[src/rtl/spi_master_pkg.sv]
// Shared constants for the SPI master TX path: FSM state encodings, mode
// selects and per-beat shift step sizes.
package spi_master_pkg;

  typedef logic [1:0] state_t;

  localparam state_t IDLE      = 2'd0;
  localparam state_t WAIT_DATA = 2'd1;
  localparam state_t SHIFT     = 2'd2;

  localparam logic SPI_STD  = 1'b0;
  localparam logic SPI_QUAD = 1'b1;

  localparam int STEP_STD  = 1;
  localparam int STEP_QUAD = 4;

endpackage

[src/rtl/spi_master_clkdiv.sv]
// SCLK generator: counts clk_i cycles up to the divider setting and toggles
// SCLK at each terminal count, flagging the cycle whose edge lowers SCLK.
module spi_master_clkdiv #(
  parameter int DIV_WIDTH = 8
) (
  input  logic                 clk_i,
  input  logic                 rst_i,
  input  logic                 clear_i,
  input  logic                 run_i,
  input  logic [DIV_WIDTH-1:0] div_i,
  output logic                 sclk_o,
  output logic                 fall_o
);

  logic [DIV_WIDTH-1:0] div_cnt;
  logic                 tick;

  assign tick   = run_i && (div_cnt == div_i);
  assign fall_o = tick && sclk_o;

  // clear_i parks SCLK low and restarts the count so the next run begins a
  // fresh low half-period
  always_ff @(posedge clk_i) begin
    if (rst_i || clear_i) begin
      div_cnt <= '0;
      sclk_o  <= 1'b0;
    end else if (run_i) begin
      if (tick) begin
        div_cnt <= '0;
        sclk_o  <= ~sclk_o;
      end else begin
        div_cnt <= div_cnt + 1'b1;
      end
    end
  end

endmodule

[src/rtl/spi_master_tx.sv]
// SPI master transmit engine: pops words from the TX FIFO and serialises them
// MSB-first on SDO in standard or quad mode under a mode-0 SCLK.
module spi_master_tx
  import spi_master_pkg::*;
#(
  parameter int DATA_WIDTH = 32,
  parameter int CNT_WIDTH  = 16,
  parameter int DIV_WIDTH  = 8
) (
  input  logic                  clk_i,
  input  logic                  rst_i,
  input  logic                  en_i,
  input  logic                  quad_i,
  input  logic [CNT_WIDTH-1:0]  counter_i,
  input  logic [DIV_WIDTH-1:0]  clkdiv_i,
  input  logic [DATA_WIDTH-1:0] data_i,
  input  logic                  valid_i,
  output logic                  ready_o,
  output logic                  sclk_o,
  output logic [3:0]            sdo_o,
  output logic                  busy_o,
  output logic                  done_o
);

  localparam int WL_WIDTH = $clog2(DATA_WIDTH) + 1;

  state_t                state_q;
  logic                  quad_q;
  logic [DIV_WIDTH-1:0]  clkdiv_q;
  logic [CNT_WIDTH-1:0]  bits_left;
  logic [CNT_WIDTH-1:0]  step_bits;
  logic [CNT_WIDTH-1:0]  dec_bits;
  logic [WL_WIDTH-1:0]   word_left;
  logic [WL_WIDTH-1:0]   step_word;
  logic [DATA_WIDTH-1:0] shreg;
  logic [DATA_WIDTH-1:0] shreg_next;
  logic                  done_q;
  logic                  fall;
  logic                  last_beat;
  logic                  word_end;
  logic                  pop;
  logic                  div_run;
  logic                  div_clear;

  spi_master_clkdiv #(
    .DIV_WIDTH (DIV_WIDTH)
  ) u_clkdiv (
    .clk_i   (clk_i),
    .rst_i   (rst_i),
    .clear_i (div_clear),
    .run_i   (div_run),
    .div_i   (clkdiv_q),
    .sclk_o  (sclk_o),
    .fall_o  (fall)
  );

  assign step_bits  = (quad_q == SPI_QUAD) ? CNT_WIDTH'(STEP_QUAD) : CNT_WIDTH'(STEP_STD);
  assign step_word  = (quad_q == SPI_QUAD) ? WL_WIDTH'(STEP_QUAD)  : WL_WIDTH'(STEP_STD);
  assign shreg_next = (quad_q == SPI_QUAD) ? (shreg << STEP_QUAD)  : (shreg << STEP_STD);

  // Clamp the decrement so a partial final quad beat drains bits_left to
  // exactly zero instead of wrapping
  assign dec_bits  = (bits_left < step_bits) ? bits_left : step_bits;
  assign last_beat = (bits_left == dec_bits);
  assign word_end  = (word_left == step_word);

  assign ready_o = (state_q == WAIT_DATA) ||
                   ((state_q == SHIFT) && fall && word_end && !last_beat);
  assign pop     = ready_o && valid_i;

  assign div_run   = (state_q == SHIFT);
  assign div_clear = (state_q != SHIFT);

  assign busy_o = (state_q != IDLE);
  assign done_o = done_q;

  always_comb begin
    sdo_o = 4'b0000;
    if (state_q == SHIFT) begin
      if (quad_q == SPI_QUAD) begin
        sdo_o = shreg[DATA_WIDTH-1 -: 4];
      end else begin
        sdo_o = {3'b000, shreg[DATA_WIDTH-1]};
      end
    end
  end

  always_ff @(posedge clk_i) begin
    if (rst_i) begin
      state_q   <= IDLE;
      quad_q    <= SPI_STD;
      clkdiv_q  <= '0;
      bits_left <= '0;
      word_left <= '0;
      shreg     <= '0;
      done_q    <= 1'b0;
    end else begin
      done_q <= 1'b0;
      case (state_q)
        IDLE: begin
          if (en_i) begin
            if (counter_i == '0) begin
              done_q <= 1'b1;
            end else begin
              quad_q    <= quad_i ? SPI_QUAD : SPI_STD;
              clkdiv_q  <= clkdiv_i;
              bits_left <= counter_i;
              state_q   <= WAIT_DATA;
            end
          end
        end

        WAIT_DATA: begin
          if (valid_i) begin
            shreg     <= data_i;
            word_left <= WL_WIDTH'(DATA_WIDTH);
            state_q   <= SHIFT;
          end
        end

        SHIFT: begin
          if (fall) begin
            bits_left <= bits_left - dec_bits;
            if (last_beat) begin
              shreg   <= '0;
              done_q  <= 1'b1;
              state_q <= IDLE;
            end else if (word_end) begin
              // Back-to-back pop keeps SCLK running; otherwise stall low
              if (pop) begin
                shreg     <= data_i;
                word_left <= WL_WIDTH'(DATA_WIDTH);
              end else begin
                shreg     <= shreg_next;
                word_left <= '0;
                state_q   <= WAIT_DATA;
              end
            end else begin
              shreg     <= shreg_next;
              word_left <= word_left - step_word;
            end
          end
        end

        default: state_q <= IDLE;
      endcase
    end
  end

endmodule

[config.mk]
export PLATFORM = sky130hd
export DESIGN_NAME = spi_master_tx
export DESIGN_NICKNAME = d
export VERILOG_FILES = /design/src/rtl/spi_master_pkg.sv /design/src/rtl/spi_master_clkdiv.sv /design/src/rtl/spi_master_tx.sv
export SDC_FILE = /design/constraint.sdc
export NUM_CORES = 1
export LEC_CHECK = 0
export CORE_ASPECT_RATIO = 0.8
export CORE_MARGIN = 5
export CORE_UTILIZATION = 40
export DETAILED_ROUTE_END_ITERATION = 10
export MAX_ROUTING_LAYER = met4
export PLACE_DENSITY = 0.64
export SYNTH_ARGS = -nofsm -noshare
export SYNTH_HDL_FRONTEND = slang
export SYNTH_SLANG_ARGS = --single-unit
[constraint.sdc]
create_clock -name clk_i -period 9.5 [get_ports clk_i]
set_input_delay 0.95 -clock clk_i [delete_from_list [all_inputs] [get_ports clk_i]]
set_output_delay 0.95 -clock clk_i [all_outputs]
set_load 0.005 [all_outputs]
== Word level (Yosys, flattened, before mapping) ==
Cells that the tools add are included.
Storage, ports and cells
  flip-flop bits (word level): 75
  input bits: 61
  output and inout bits: 8
  word-level logic and storage cells: 85
Cells by class
  add/sub/neg operators: 3
  $lt $le $gt $ge: 1
  equality and inequality tests: 13
  muxes and demuxes: 37
  bitwise logic cells: 2
  reduce and logical (&&, ||, !) cells: 20
Operators with widths (count)
  2-to-1 mux 32 bit: 6
  2-to-1 mux 16 bit: 4
  case mux 32 bit (2 select lines): 1
  case mux 16 bit (2 select lines): 1
  2-to-1 mux 6 bit: 5
  == test 16 bit: 1
  zero test 16 bit: 1
  < comparator 16 x 3 -> 1 bit: 1
  subtractor 16 bit: 1
  2-to-1 mux 2 bit: 7
  != test 2 bit, second input constant: 6
  case mux 6 bit (2 select lines): 1
  adder 8 x 1 -> 8 bit, second input constant: 1
  == test 8 bit: 1
  2-to-1 mux 4 bit: 2
  2-to-1 mux 8 bit: 1
  AND reduction 4 bit: 2
  == test 6 x 3 -> 1 bit: 1
  logical AND 1 bit: 6
  2-to-1 mux 3 bit: 2
  != test 3 bit, second input constant: 2
  case mux 2 bit (3 select lines): 1
  AND reduction 3 bit: 2
  AND reduction 6 bit: 1
  other kinds (11): 19

== Logic depth before layout (Yosys ltp) ==
  depth in word-level cells: 13
  depth in mapped cells: 17
  gate-level depth less buffers: 14

== Cells and area by module ==
A second synthesis with hierarchy kept.
Second synthesis, totals
  cell total of the unflattened synthesis: 584
  area total of the unflattened synthesis: 4534.3 sq um
Modules (own cells, without submodules)
  spi_master_tx: instances 1, cells each 527, area an instance 4035.1 sq um, seq. area each 1321.3 sq um
  spi_master_clkdiv: instances 1, cells each 57, area an instance 499.2 sq um, seq. area each 180.2 sq um

== Least setup slack after synthesis ==
OpenSTA, ideal clock, no wires.
  kind: register -> output
  start point: reg quad_q
  end point: out ready_o
  data arrival time: 2917 ps
  required time: 8550 ps
  path slack: 5633 ps
  cell stages (with the launch flop): 13
  buffers on the path: 2
  cell sequence: dfxtp_1 -> clkbuf_1 -> clkbuf_1 -> inv_1 -> ha_1 -> nor3_1 -> nand2_1 -> nor2_1 -> mux2i_1 -> ha_1 -> nand4_1 -> o21ai_1 -> o21ai_0
On the way
  cells in the longest elaborated chain, start to end: 7
  elaborated cells between the ends (all ways): 10
  classes of those cells: order compare: 1; eq/ne: 2; mux: 3; reduce/logical: 4
RTL lines
  from (decl): RTL line spi_master_tx.sv:28  | logic quad_q;
  from (signal assigned): RTL line spi_master_tx.sv:105  | quad_q <= quad_i ? SPI_QUAD : SPI_STD;
  2-to-1 mux 3 bit: RTL line spi_master_tx.sv:57, spi_master_tx.sv:58
  < comparator 16 x 3 -> 1 bit: RTL line spi_master_tx.sv:63  | assign dec_bits = (bits_left < step_bits) ? bits_left : step_bits;
  2-to-1 mux 16 bit: RTL line spi_master_tx.sv:63
  == test 16 bit: RTL line spi_master_tx.sv:64  | assign last_beat = (bits_left == dec_bits);
  zero test 1 bit: RTL line spi_master_tx.sv:68  | ((state_q == SHIFT) && fall && word_end && !last_beat);
  logical AND 1 bit (*): RTL line spi_master_tx.sv:68
  logical OR 1 bit (*): RTL line spi_master_tx.sv:67  | assign ready_o = (state_q == WAIT_DATA) ||
  to (decl): RTL line spi_master_tx.sv:18  | output logic ready_o,
Mark *: on every way between the ends. The rest lies on a longest branch, timed or not.

== Worst setup path after layout ==
  start point: reg bits_left[4]
  end point: out ready_o
On the way
  cells in the longest elaborated chain, start to end: 6
RTL lines
  from (decl): RTL line spi_master_tx.sv:30  | logic [CNT_WIDTH-1:0] bits_left;
  from (signal assigned): RTL line spi_master_tx.sv:107  | bits_left <= counter_i;
  from (signal assigned): RTL line spi_master_tx.sv:123  | bits_left <= bits_left - dec_bits;
  < comparator 16 x 3 -> 1 bit: RTL line spi_master_tx.sv:63
  2-to-1 mux 16 bit: RTL line spi_master_tx.sv:63
  == test 16 bit (*): RTL line spi_master_tx.sv:64
  zero test 1 bit (*): RTL line spi_master_tx.sv:68
  logical AND 1 bit (*): RTL line spi_master_tx.sv:68
  logical OR 1 bit (*): RTL line spi_master_tx.sv:67
Marks and branches as above.

==> flow_metrics.env <==
export IMPL_internal_power_mw=0.695
export IMPL_critPathLaunchType="flip-flop"
export IMPL_grt_first_pass_wirelength_mm=22.9
export IMPL_regToRegEndpoint="bits_left[15]$_SDFFE_PP0P_"
export IMPL_highest_layer="met4"
export IMPL_fin_hold_ws_ps=467
export IMPL_grt_setup_unrepaired="no"
export IMPL_outcome="finished clean"
export IMPL_max_stage_delay_ps=580
export IMPL_whs_path_depth=2
export IMPL_path_buf_inv=1
export IMPL_crit_path_top_delay_cell="or4_4"
export IMPL_synth_cells=575
export IMPL_drt_met1_wl_mm=6.57
export IMPL_cp_data_required_time_ps=8550
export IMPL_vdd_drop_max_mv=0.128
export IMPL_fmax_ghz=0.204
export IMPL_timing_critical_path_mode_cell="or4_4"
export IMPL_synth_area_top_cells="dfxtp_1 (32%), mux2_2 (13%), a21oi_1 (5.7%)"
export IMPL_combPwrFrac_pct=30.8
export IMPL_cp_cell_sequence="or4_4, or4_4, nor2_1, mux2i_1, ha_1, nand4_1, o21ai_1, o21ai_0, clkdlybuf4s50_1"
export IMPL_cts_buffer_depth=2
export IMPL_synth_area_mm2=0.00467
export IMPL_clock_latency_ps=340
export IMPL_worstHoldEndpoint="clkdiv_q[4]$_SDFFE_PP0P_"
export IMPL_area_delta_synth_final_pct=22.2
export IMPL_n_antenna_cell=0
export IMPL_io_pins=69
export IMPL_post_dp_cell_area_mm2=0.00542
export IMPL_routedWlPerCell_um=18.2
export IMPL_leakage_nw=2.25
export IMPL_route_detailed_drc=0
export IMPL_cp_end_kind="output pin"
export IMPL_min_path_type="flip-flop to flip-flop"
export IMPL_post_cts_setup_buffers=0
export IMPL_num_fill_cells=1086
export IMPL_die_area_mm2=0.0140
export IMPL_synth_fp_nets=644
export IMPL_r2r_start="bits_left[4]$_SDFFE_PP0P_"
export IMPL_p_sw_mw=0.346
export IMPL_wl_met3_um=680
export IMPL_dp_hpwl_mm=9.35
export IMPL_fp_dieW_um=131
export IMPL_cts_root_buf="clkbuf_16"
export IMPL_tightest_slew_ps=802
export IMPL_hold_viol_final=0
export IMPL_crit_fanout=9
export IMPL_rows=35
export IMPL_ys_async_sr_fraction_pct=0
export IMPL_antenna_found_initial=0
export IMPL_routabilityCongestion=0.891
export IMPL_utilization_pct=49.8
export IMPL_clockPowerShare_pct=33.1
export IMPL_worstPathArrival_ps=3960
export IMPL_die_y_um=107
export IMPL_min_period_ps=4910
export IMPL_grt_pass1_vias=4518
export IMPL_htreeDepth=3
export IMPL_wl_met2_mm=6.50
export IMPL_maxCapViolCount=0
export IMPL_num_vias=4588
export IMPL_viasPerCell=5.97
export IMPL_cts_buffers=9
export IMPL_grt_max_degree=59
export IMPL_dr_pass1_iters=5
export IMPL_finalWirelength_mm=14.0
export IMPL_reg2reg_slack_ps=5600
export IMPL_powerDensity_mw_per_mm2=182
export IMPL_grt_ovfl_total=0
export IMPL_cp_top_family="simple AND/OR/NAND/NOR gates"
export IMPL_start_util_pct=40.7
export IMPL_cts_tree="yes"
export IMPL_synth_flop_cell="dfxtp_1"
export IMPL_antenna_left=0
export IMPL_drive_gt1_share_pct=15.0
export IMPL_clk_pin_slew_ps=60
export IMPL_finalSetupViolCount=0
export IMPL_swShare_pct=33.2
export IMPL_synth_largest_area_cell="dfxtp_1"
export IMPL_yosysSeqAreaShare_pct=32.1
export IMPL_tns_ps=0
export IMPL_hold_path_startpoint="clkdiv_q[4]$_SDFFE_PP0P_"
export IMPL_fin_crit_sh_pct=51.7
export IMPL_core_area_mm2=0.0115
export IMPL_synth_edf_count=0
export IMPL_final_max_slew_violation_count=0
export IMPL_synth_distinct_cells=59
export IMPL_portBuffers=68
export IMPL_final_cell_area_mm2=0.00571
export IMPL_clkSinkCount=75
export IMPL_cts_hold_buf=0
export IMPL_p_seq_share_pct=36.1
export IMPL_reg2regPathDepth=11
export IMPL_avgSynthCellArea_um2=8.13
export IMPL_finalNetCount=686
export IMPL_skew_ps=3.47
export IMPL_grt_usage_pct=21.0
export IMPL_first_iter_violations=376
export IMPL_cts_resized_gates=0
export IMPL_yosysTopAreaCellShare_pct=32.1
export IMPL_critPathKind="flip-flop to output pin"
export IMPL_slew_headroom_pct=46.0
export IMPL_yosysWarnings=0
export IMPL_ys_seq_elements=75
==> routing by layer <==
metal	vias up	global-route usage, %
li1	2215	-
met1	2218	28.9
met2	135	31.3
met3	20	3.69
met4	0	6.90
met5	-	-
==> power by group through the flow <==
stage	Combinational (mW)	Clock (mW)	Sequential (mW)
2_1_floorplan	0.236	0	0.368
3_3_place_gp	0.309	0	0.380
3_5_place_dp	0.315	0	0.381
4_1_cts	0.317	0.351	0.375
5_1_grt	0.353	0.364	0.380
6_report	0.321	0.344	0.376
==> cell families (layout without fill, tap and decap cells) <==
group,Yosys count,in the layout,share of synthesized area [%]
simple gates,208,208,23.4
compound gates,150,150,20.2
flops,75,75,32.1
mux,59,59,14.1
buf+inv,59,105,5.11
xor+xnor,16,16,3.00
fa+ha+maj,8,8,2.14
==> placed cells by master, fill, tap and decap left out, types with 3 or more instances in the layout <==
cell,count
a211o_1,3
a211oi_1,4
a21oi_1,53
a311oi_1,4
a32o_1,3
and3_1,37
buf_4,9
clkbuf_16,9
clkdlybuf4s50_1,67
dfxtp_1,75
ha_1,8
inv_1,13
mux2_2,54
mux2i_1,5
nand2_1,37
nand2b_1,5
nand3_1,40
nand4_1,4
nor2_1,33
nor3_1,13
nor4_1,10
o21a_1,3
o21ai_0,46
o31ai_1,5
o32ai_1,4
or2_2,3
or3_1,4
or4_1,4
xor2_1,15
==> layout make-up <==
cell class	count	area (um2)	share of cell area, %
multi-input cells	441	2940	51.4
flip-flops and latches	75	1500	26.3
repair buffers	77	743	13.0
clock buffers	13	260	4.56
well taps	148	185	3.24
inverters	13	48.8	0.854
clock inverters	2	35.0	0.613
==> flip-flops by register name (all words and copies together) (netlist names) <==
name	flops
clkdiv_q	8
state_q	2
done_o	1
bits_left	16
u_clkdiv.div_cnt	8
u_clkdiv.sclk_o	1
shreg	32
quad_q	1
word_left	6
==> how the worst max path moves through the flow <==
stage                                          from      end  slack, ps  cells after the start
after global placement    bits_left[4]$_SDFFE_PP0P_  ready_o       5090                      9
after floorplan                 quad_q$_SDFFE_PP0P_  ready_o       5630                     12
after detailed placement  bits_left[4]$_SDFFE_PP0P_  ready_o       4970                      9
final                     bits_left[4]$_SDFFE_PP0P_  ready_o       4590                      9
after global routing      bits_left[4]$_SDFFE_PP0P_  ready_o       4360                      9
after CTS                 bits_left[4]$_SDFFE_PP0P_  ready_o       4610                      9
==> synth_stat cells, types with 3 or more instances <==
| cell | n |
|---|---|
| nand3_1 | 40 |
| o31ai_1 | 5 |
| a21oi_1 | 53 |
| xor2_1 | 15 |
| nor2_1 | 35 |
| a32o_1 | 3 |
| nand2b_1 | 5 |
| nand2_1 | 37 |
| o21ai_0 | 46 |
| ha_1 | 8 |
| o21a_1 | 3 |
| inv_1 | 13 |
| mux2i_1 | 5 |
| dfxtp_1 | 75 |
| a211oi_1 | 4 |
| or3_1 | 4 |
| o32ai_1 | 4 |
| a211o_1 | 3 |
| or2_2 | 3 |
| nor4_1 | 10 |
| a311oi_1 | 4 |
| nand4_1 | 4 |
| clkbuf_1 | 42 |
| mux2_2 | 54 |
| and3_1 | 37 |
| nor3_1 | 13 |
| or4_1 | 4 |
==> worst reg2reg max path, cell delays in order (launching register included) <==
cell and delay, ps:
dfxtp_1 360, or4_4 560, or4_4 590, nor2_1 260
mux2i_1 120, ha_1 210, or2_2 350, or3_2 560
nor3_1 220, and2b_2 200, nor3_1 50, a2111oi_2 320
==> stage by stage <==
stage | worst slack (ps) | instances | power [mW]
after floorplan | 5630 | 575 | 0.604
after global placement | 5090 | 754 | 0.689
after detailed placement | 4970 | 754 | 0.696
after CTS | 4610 | 769 | 1.04
after global routing | 4360 | 769 | 1.10
final | 4590 | 769 | 1.04
Power figures use the tool's default switching activity.
